### src/rtl/cpu_pkg.sv
// Shared encodings for the control unit, its datapath and the bench.
//   state_t  : micro-state encoding driven on the 'state' output
//   opcode_t : instruction-register low nibble; unlisted values act as NOP
package cpu_pkg;

    typedef enum logic [3:0] {
        ST_NEXT       = 4'h0,
        ST_FETCH_PC   = 4'h1,
        ST_FETCH_INST = 4'h2,
        ST_FETCH_ARG  = 4'h3,
        ST_LOAD_Z     = 4'h4,
        ST_RAM_A      = 4'h5,
        ST_RAM_B      = 4'h6,
        ST_ALU        = 4'h7,
        ST_OUT_A      = 4'h8,
        ST_JUMP_Z     = 4'h9,
        ST_HALT       = 4'hF
    } state_t;

    typedef enum logic [3:0] {
        OP_NOP = 4'h0,
        OP_LDA = 4'h1,
        OP_ADD = 4'h2,
        OP_OUT = 4'h3,
        OP_JMP = 4'h4,
        OP_HLT = 4'h5
    } opcode_t;

endpackage

### src/rtl/alu_adder.sv
// Combinational ripple adder for the ALU datapath.
//   a, b, cin : operands and carry in
//   sum, cout : result modulo 2^WIDTH and carry out
module alu_adder #(
    parameter int WIDTH = 8
) (
    input  logic [WIDTH-1:0] a,
    input  logic [WIDTH-1:0] b,
    input  logic             cin,
    output logic [WIDTH-1:0] sum,
    output logic             cout
);

    assign {cout, sum} = {1'b0, a} + {1'b0, b} + {{WIDTH{1'b0}}, cin};

endmodule

### src/rtl/alu_control_unit.sv
// Micro-sequenced control unit for a small accumulator CPU plus its adder.
// A 4-bit micro-step counter is the only state; the micro-state and every
// control strobe are decoded combinationally from (opcode, cycle).
//   clk, reset       : rising-edge clock, async active-low reset
//   run              : counter enable
//   opcode           : instruction-register low nibble (held externally)
//   a, b, cin        : adder operands
//   sum, cout        : adder result
//   cycle, state     : micro-step counter and decoded micro-state
//   ai..zo,halt,next : control strobes
module alu_control_unit
    import cpu_pkg::*;
#(
    parameter int WIDTH = 8
) (
    input  logic             clk,
    input  logic             reset,
    input  logic             run,
    input  logic [3:0]       opcode,
    input  logic [WIDTH-1:0] a,
    input  logic [WIDTH-1:0] b,
    input  logic             cin,
    output logic [WIDTH-1:0] sum,
    output logic             cout,
    output logic [3:0]       cycle,
    output logic [3:0]       state,
    output logic             ai,
    output logic             ao,
    output logic             bi,
    output logic             ci,
    output logic             co,
    output logic             eo,
    output logic             ii,
    output logic             j,
    output logic             mi,
    output logic             oi,
    output logic             ro,
    output logic             zi,
    output logic             zo,
    output logic             halt,
    output logic             next
);

    logic [3:0] cycle_q;
    state_t     st;
    opcode_t    op;

    alu_adder #(.WIDTH(WIDTH)) u_adder (
        .a    (a),
        .b    (b),
        .cin  (cin),
        .sum  (sum),
        .cout (cout)
    );

    assign op = opcode_t'(opcode);

    // Every opcode shares the two fetch steps; past its own list it falls to NEXT.
    always_comb begin
        st = ST_NEXT;
        if (cycle_q == 4'd0) begin
            st = ST_FETCH_PC;
        end else if (cycle_q == 4'd1) begin
            st = ST_FETCH_INST;
        end else begin
            case (op)
                OP_LDA: begin
                    case (cycle_q)
                        4'd2:    st = ST_FETCH_PC;
                        4'd3:    st = ST_FETCH_ARG;
                        4'd4:    st = ST_LOAD_Z;
                        4'd5:    st = ST_RAM_A;
                        default: st = ST_NEXT;
                    endcase
                end
                OP_ADD: begin
                    case (cycle_q)
                        4'd2:    st = ST_FETCH_PC;
                        4'd3:    st = ST_FETCH_ARG;
                        4'd4:    st = ST_LOAD_Z;
                        4'd5:    st = ST_RAM_B;
                        4'd6:    st = ST_ALU;
                        default: st = ST_NEXT;
                    endcase
                end
                OP_OUT: begin
                    if (cycle_q == 4'd2) st = ST_OUT_A;
                end
                OP_JMP: begin
                    case (cycle_q)
                        4'd2:    st = ST_FETCH_PC;
                        4'd3:    st = ST_JUMP_Z;
                        default: st = ST_NEXT;
                    endcase
                end
                OP_HLT: begin
                    if (cycle_q == 4'd2) st = ST_HALT;
                end
                default: st = ST_NEXT;
            endcase
        end
    end

    // HALT holds the counter, so the halted decode persists until reset.
    always_ff @(posedge clk or negedge reset) begin
        if (!reset) begin
            cycle_q <= 4'd0;
        end else if (run) begin
            if (st == ST_NEXT)
                cycle_q <= 4'd0;
            else if (st != ST_HALT)
                cycle_q <= cycle_q + 4'd1;
        end
    end

    assign cycle = cycle_q;
    assign state = st;

    assign ai   = (st == ST_RAM_A) || (st == ST_ALU);
    assign ao   = (st == ST_OUT_A);
    assign oi   = (st == ST_OUT_A);
    assign bi   = (st == ST_RAM_B);
    assign ci   = (st == ST_FETCH_INST) || (st == ST_FETCH_ARG) || (st == ST_JUMP_Z);
    assign co   = (st == ST_FETCH_PC);
    assign eo   = (st == ST_ALU);
    assign ii   = (st == ST_FETCH_INST);
    assign j    = (st == ST_JUMP_Z);
    assign mi   = (st == ST_FETCH_PC) || (st == ST_LOAD_Z);
    assign ro   = (st == ST_FETCH_INST) || (st == ST_FETCH_ARG) || (st == ST_JUMP_Z)
               || (st == ST_RAM_A) || (st == ST_RAM_B);
    assign zi   = (st == ST_FETCH_ARG);
    assign zo   = (st == ST_LOAD_Z);
    assign halt = (st == ST_HALT);
    assign next = (st == ST_NEXT) || !reset;

endmodule

### config.mk
export PLATFORM = sky130hd
export DESIGN_NAME = alu_control_unit
export DESIGN_NICKNAME = d
export VERILOG_FILES = /design/src/rtl/cpu_pkg.sv /design/src/rtl/alu_adder.sv /design/src/rtl/alu_control_unit.sv
export SDC_FILE = /design/constraint.sdc
export NUM_CORES = 1
export LEC_CHECK = 0
export CORE_UTILIZATION = 42
export DETAILED_ROUTE_END_ITERATION = 12
export HOLD_SLACK_MARGIN = 0.06
export PLACE_DENSITY = 0.87
export SLEW_MARGIN = 20
export SYNTH_ARGS = -nofsm -noshare
export SYNTH_HDL_FRONTEND = slang
export SYNTH_HIERARCHICAL = 1
export SYNTH_SLANG_ARGS = --single-unit
### constraint.sdc
create_clock -name clk -period 4.25 [get_ports clk]
set_clock_uncertainty 0.15 [all_clocks]
set_input_delay 0.85 -clock clk [delete_from_list [all_inputs] [get_ports clk]]
set_output_delay 0.85 -clock clk [all_outputs]
set_load 0.05 [all_outputs]
==> results of run 1 <==
-- metal layers --
layer	vias to the layer above	wire length (um)
met5	-	0
met4	0	154
met3	19	259
met2	58	1943
met1	631	1456
li1	613	-
-- layout make-up --
type                    count  share of cell area
flip-flops and latches      4             0.05450
inverters                  11             0.02248
well taps                  28             0.01907
multi-input cells         110              0.4884
clock buffers               3             0.01226
repair buffers             58              0.4033
-- critical path, cell delays in order --
cell and delay [ns]:
clkdlybuf4s50_1 0.55, or4b_4 0.59, a211o_1 0.26, o311ai_2 0.11, nand2_1 0.14, clkinv_1 0.11
nand2b_1 0.13, nor2b_1 0.27, buf_12 0.18
-- cells in the mapped netlist (2+ instances only) --
master	number	area [um2]
xnor2_1	2	17.52
inv_1	9	33.78
o21ai_1	3	15.01
nand3_1	3	15.01
xor2_1	3	26.28
nor4_1	2	12.51
nand2b_1	4	25.02
and2_1	2	12.51
nor3_1	4	20.02
o21ai_0	5	25.02
a31oi_1	2	12.51
o211ai_1	2	15.01
fa_1	2	40.04
or2_2	2	12.51
dfrtp_1	4	100.1
nand4_1	4	25.02
nand2_1	6	22.52
a21oi_1	4	20.02
a2111oi_0	2	17.52
o311ai_2	2	32.53
o22ai_1	3	18.77
a21o_1	2	15.01
nor2b_1	3	18.77
nor2_1	7	26.28
nand2_2	2	12.51
ha_1	11	137.6
a311o_1	2	20.02
-- final timing paths --
path | cells past startpoint | to | slack [ns] | startpoint
max in group asynchronous | 1 | cycle[2] | 3.08 | reset
setup / recovery | 9 | ii | 0.05 | opcode[3]
hold reg to reg | 2 | cycle[3] | 0.50 | cycle[1]
min in group asynchronous | 1 | cycle[1] | 0.68 | reset
setup reg to reg | 9 | cycle[2] | 1.58 | cycle[1]
hold / removal | 2 | cycle[3] | 0.50 | cycle[1]
-- power breakdown --
part	internal (mW)	total (mW)	switching (mW)	leakage, nW
clock	0.0317	0.0494	0.0177	0.0138
sequential	0.0500	0.0721	0.0221	0.0526
combinational	0.345	0.875	0.530	0.704
total	0.427	0.997	0.570	0.771
-- kinds of logic (layout without fill, tap and decap cells) --
group / after synthesis / after routing / synth area share
and+or+nand+nor: 50 / 50 / 0.2982
buffers and inverters: 14 / 72 / 0.06379
DFF: 4 / 4 / 0.09816
AOI/OAI and AO/OA: 42 / 42 / 0.3227
adders and majority gates: 13 / 13 / 0.1742
xor gates and xnor gates: 5 / 5 / 0.04295
-- timing repair --
action	in CTS	in global routing
endpoints found under the setup margin	0	11
gates resized for setup	0	10
endpoints found under the hold margin	0	0
==> flow_summary.ini, run 1 <==
[outcome]
outcome = finished, final reports clean

[finish]
final_util = 0.8147
multi_input_area_um2 = 897.1
fin_cells = 214
antenna_cells = 0
final_common_cell = clkdlybuf4s50_1
final_cell_mix = clkdlybuf4s50_1, buf_12, ha_1, buf_4, inv_1
ff_latch_area_um2 = 100.1
syn_to_final_growth_pct = 80.12
drive_above_1_share = 0.2903
layout.nets = 225
fin_area_um2 = 1837
largest_register_ffs = 4
nFillCells = 157

[sta]
worst_pin_slew_ns = 0.5288
maxSlewHeadroom = 0.6383
drv_slew = 0
hold_viol_final = 0
fin_crit_sh = 0.9878
finalSetupTns_ns = 0
setup_viol = 0
fmax_mhz = 238.2
setup_ws_ns = 0.05180
holdWs_ns = 0.4960
fin_crit_ns = 4.198

[synth]
synthCells = 128
synth-main-ff-cell = dfrtp_1
syn_nets = 165
seq_area_frac_synth = 0.09816
synth_warnings = 6
ys_seq_elements = 4
mappedNetlistArea_um2 = 1020
synth_edf_count = 0
synthDistinctLibCells = 58
async_reset_ff_frac = 1.000
synth.avg_cell_area_um2 = 7.967

[placement]
placed_area_um2 = 1772
place_inst = 211
gp_congestion = 0.8739
place_ws_ns = 0.03792
port_buffers = 55
post-dp-hpwl_um = 3108

[clock_tree]
clock_sinks = 4
cts_max_level = 1
root_buffer = clkbuf_4
postCtsSetupBuffers = 0
clk_latency_ns = 0.24
cts_buffer_depth = 2
cts_tree = yes
cts-buffers-inserted = 3
holdBufCountCts = 0
cts.clk_slew.worst_paths_ns = 0.04

[detailed_routing]
vias_per_cell = 6.173
drt_iter0_drc = 40
vias = 1321
wire_per_inst_um = 17.82
wirelength_um = 3814
drtAntennaViolNets = 0
first_pass_iters = 4
drc_errors = 0

[die]
core_region_area_um2 = 2255
ios = 56
die_height_um = 51.28
start_util = 0.4523
die_x_um = 51.28
rows = 17
die_area_um2 = 2629

[grt]
grt_max_degree = 11
grt_use_met1 = 0.3351
antenna_found_initial = 0
grt.met3_usage = 0.05060
busiest_layer = met2
track_usage = 0.2950
met2_usage = 0.5197
grt_pass1_vias = 1187
grt_pass1_wl_um = 5699
grt.overflow.total = 0

[power_and_ir_drop]
power_mw = 0.9969
leakagePower_nw = 0.7706
vdd_drop_max_uv = 559.3
powerDensity_nw_per_um2 = 542.7

[worst_setup_path]
cp.arrival_ns = 3.20
startpoint_type = input pin
crit_fanout = 7
end_kind = output port
worstSetupPathType = input pin to output port
worstPathRequired_ns = 3.25

[run]
maxCapViolations = 0

[hold_path]
hp-class = flip-flop to flip-flop
Note: power is estimated with default switching activity, not from simulation.
==> run 2: changes to the inputs <==
--- a/config.mk
+++ b/config.mk
@@ -5,10 +5,10 @@
 export SDC_FILE = /design/constraint.sdc
 export NUM_CORES = 1
 export LEC_CHECK = 0
-export CORE_UTILIZATION = 42
+export CORE_UTILIZATION = 39
 export DETAILED_ROUTE_END_ITERATION = 12
 export HOLD_SLACK_MARGIN = 0.06
-export PLACE_DENSITY = 0.87
+export PLACE_DENSITY = 0.82
 export SLEW_MARGIN = 20
 export SYNTH_ARGS = -nofsm -noshare
 export SYNTH_HDL_FRONTEND = slang
==> constraint.sdc (replaced) <==
create_clock -name clk -period 3.9 [get_ports clk]
set_clock_uncertainty 0.15 [all_clocks]
set_input_delay 0.78 -clock clk [delete_from_list [all_inputs] [get_ports clk]]
set_output_delay 0.78 -clock clk [all_outputs]
set_load 0.05 [all_outputs]
==> flow_summary.ini, run 2 (synthesis gave the netlist of run 1 again) <==
[outcome]
outcome = finished, final reports clean

[sta]
setup_viol = 0
maxSlewHeadroom = 0.6431
drv_slew = 0
worst_pin_slew_ns = 0.5343
setup_ws_ns = 0.1306
fin_crit_sh = 0.9665
fin_crit_ns = 3.769
holdWs_ns = 0.5015
grt_setup_unrepaired = no
fmax_mhz = 265.3
finalSetupTns_ns = 0
hold_viol_final = 0

[placement]
place_ws_ns = -0.1320
place_inst = 220
port_buffers = 55
gp_congestion = 0.8355
placed_area_um2 = 1913
post-dp-hpwl_um = 2912

[worst_setup_path]
worstSetupEndpoint = sum[6]
crit_fanout = 2
r2r_start = cycle[1]
r2r-end = cycle[2]
worstSetupPathType = input pin to output port
cp.arrival_ns = 2.84
rrSetupSlack_ns = 1.21
r2r_cells = 9
end_kind = output port
crit_start = a[0]
worstPathRequired_ns = 2.97
startpoint_type = input pin

[run]
maxCapViolations = 0

[detailed_routing]
drtAntennaViolNets = 0
vias_per_cell = 5.781
drc_errors = 0
drt_iter0_drc = 16
wirelength_um = 3605
vias = 1295
wire_per_inst_um = 16.09
first_pass_iters = 4

[die]
rows = 18
start_util = 0.4116
die_height_um = 53.14
die_area_um2 = 2823
die_x_um = 53.14
core_region_area_um2 = 2477
ios = 56

[finish]
final_util = 0.8106
nFillCells = 156
drive_above_1_share = 0.3608
fin_cells = 224
fin_area_um2 = 2008
largest_register_ffs = 4
layout.nets = 233
antenna_cells = 0
final_cell_mix = clkdlybuf4s50_1, buf_12, buf_4
syn_to_final_growth_pct = 96.93

[hold_path]
hp-class = flip-flop to flip-flop

[clock_tree]
cts-buffers-inserted = 3
clock_sinks = 4
root_buffer = clkbuf_4
cts_buffer_depth = 2
cts_max_level = 1
holdBufCountCts = 0
clk_latency_ns = 0.24
cts.clk_slew.worst_paths_ns = 0.04
cts_tree = yes

[grt]
track_usage = 0.2593
antenna_found_initial = 0
grt_pass1_vias = 1290
grt_pass1_wl_um = 5375
grt_max_degree = 11
grt.overflow.total = 0

[power_and_ir_drop]
power_mw = 1.140
powerDensity_nw_per_um2 = 567.6
vdd_drop_max_uv = 652.5
leakagePower_nw = 0.8439
==> run 2: cell count changes in the layout (fill, tap and decap cells not counted), sizes merged <==
cell,change
clkdlybuf4s50,-2
buf,+9
dlygate4sd2,+1
==> run 2: what timing repair did <==
action,4_1_cts,5_1_grt
resized for setup,6,10
endpoints found under the setup margin,6,12
pin swaps,1,1
buffers inserted,0,1
==> run 2: where the power goes <==
part | total, mW | switching, mW | internal [mW]
clock | 0.0544 | 0.0198 | 0.0346
sequential | 0.0813 | 0.0269 | 0.0544
combinational | 1.00 | 0.583 | 0.421
==> run 2: metal layers <==
| metal | global-route usage | vias up | share of wire |
|---|---|---|---|
| li1 | - | 621 | - |
| met1 | 0.2663 | 615 | 0.38 |
| met2 | 0.5190 | 52 | 0.54 |
| met3 | 0.02011 | 7 | 0.059 |
| met4 | 0.1140 | 0 | 0.016 |
| met5 | 0 | - | 0 |
==> run 2: worst min-delay path by stage <==
stage / end / cells past startpoint / start
finish: cycle[3] / 2 / cycle[1]
CTS: cycle[3] / 2 / cycle[1]
global route: cycle[3] / 2 / cycle[1]
global placement: cycle[3] / 2 / cycle[1]
floorplan: cycle[0] / 0 / reset
detailed placement: cycle[3] / 2 / cycle[1]
==> run 2: area by class of cell <==
type | instances | area, um2 | area share
multi-input combinational | 110 | 934.6 | 0.4654
timing repair buffer | 66 | 872.1 | 0.4343
sequential | 4 | 100.1 | 0.04984
inverter | 11 | 41.29 | 0.02056
tap | 30 | 37.54 | 0.01869
clock buffer | 3 | 22.52 | 0.01121
==> run 2: critical path: stages <==
cell	delay [ns]
clkdlybuf4s50_1	0.43
fa_1	0.46
fa_1	0.42
a21oi_1	0.23
o21a_1	0.17
xnor2_1	0.17
buf_12	0.18
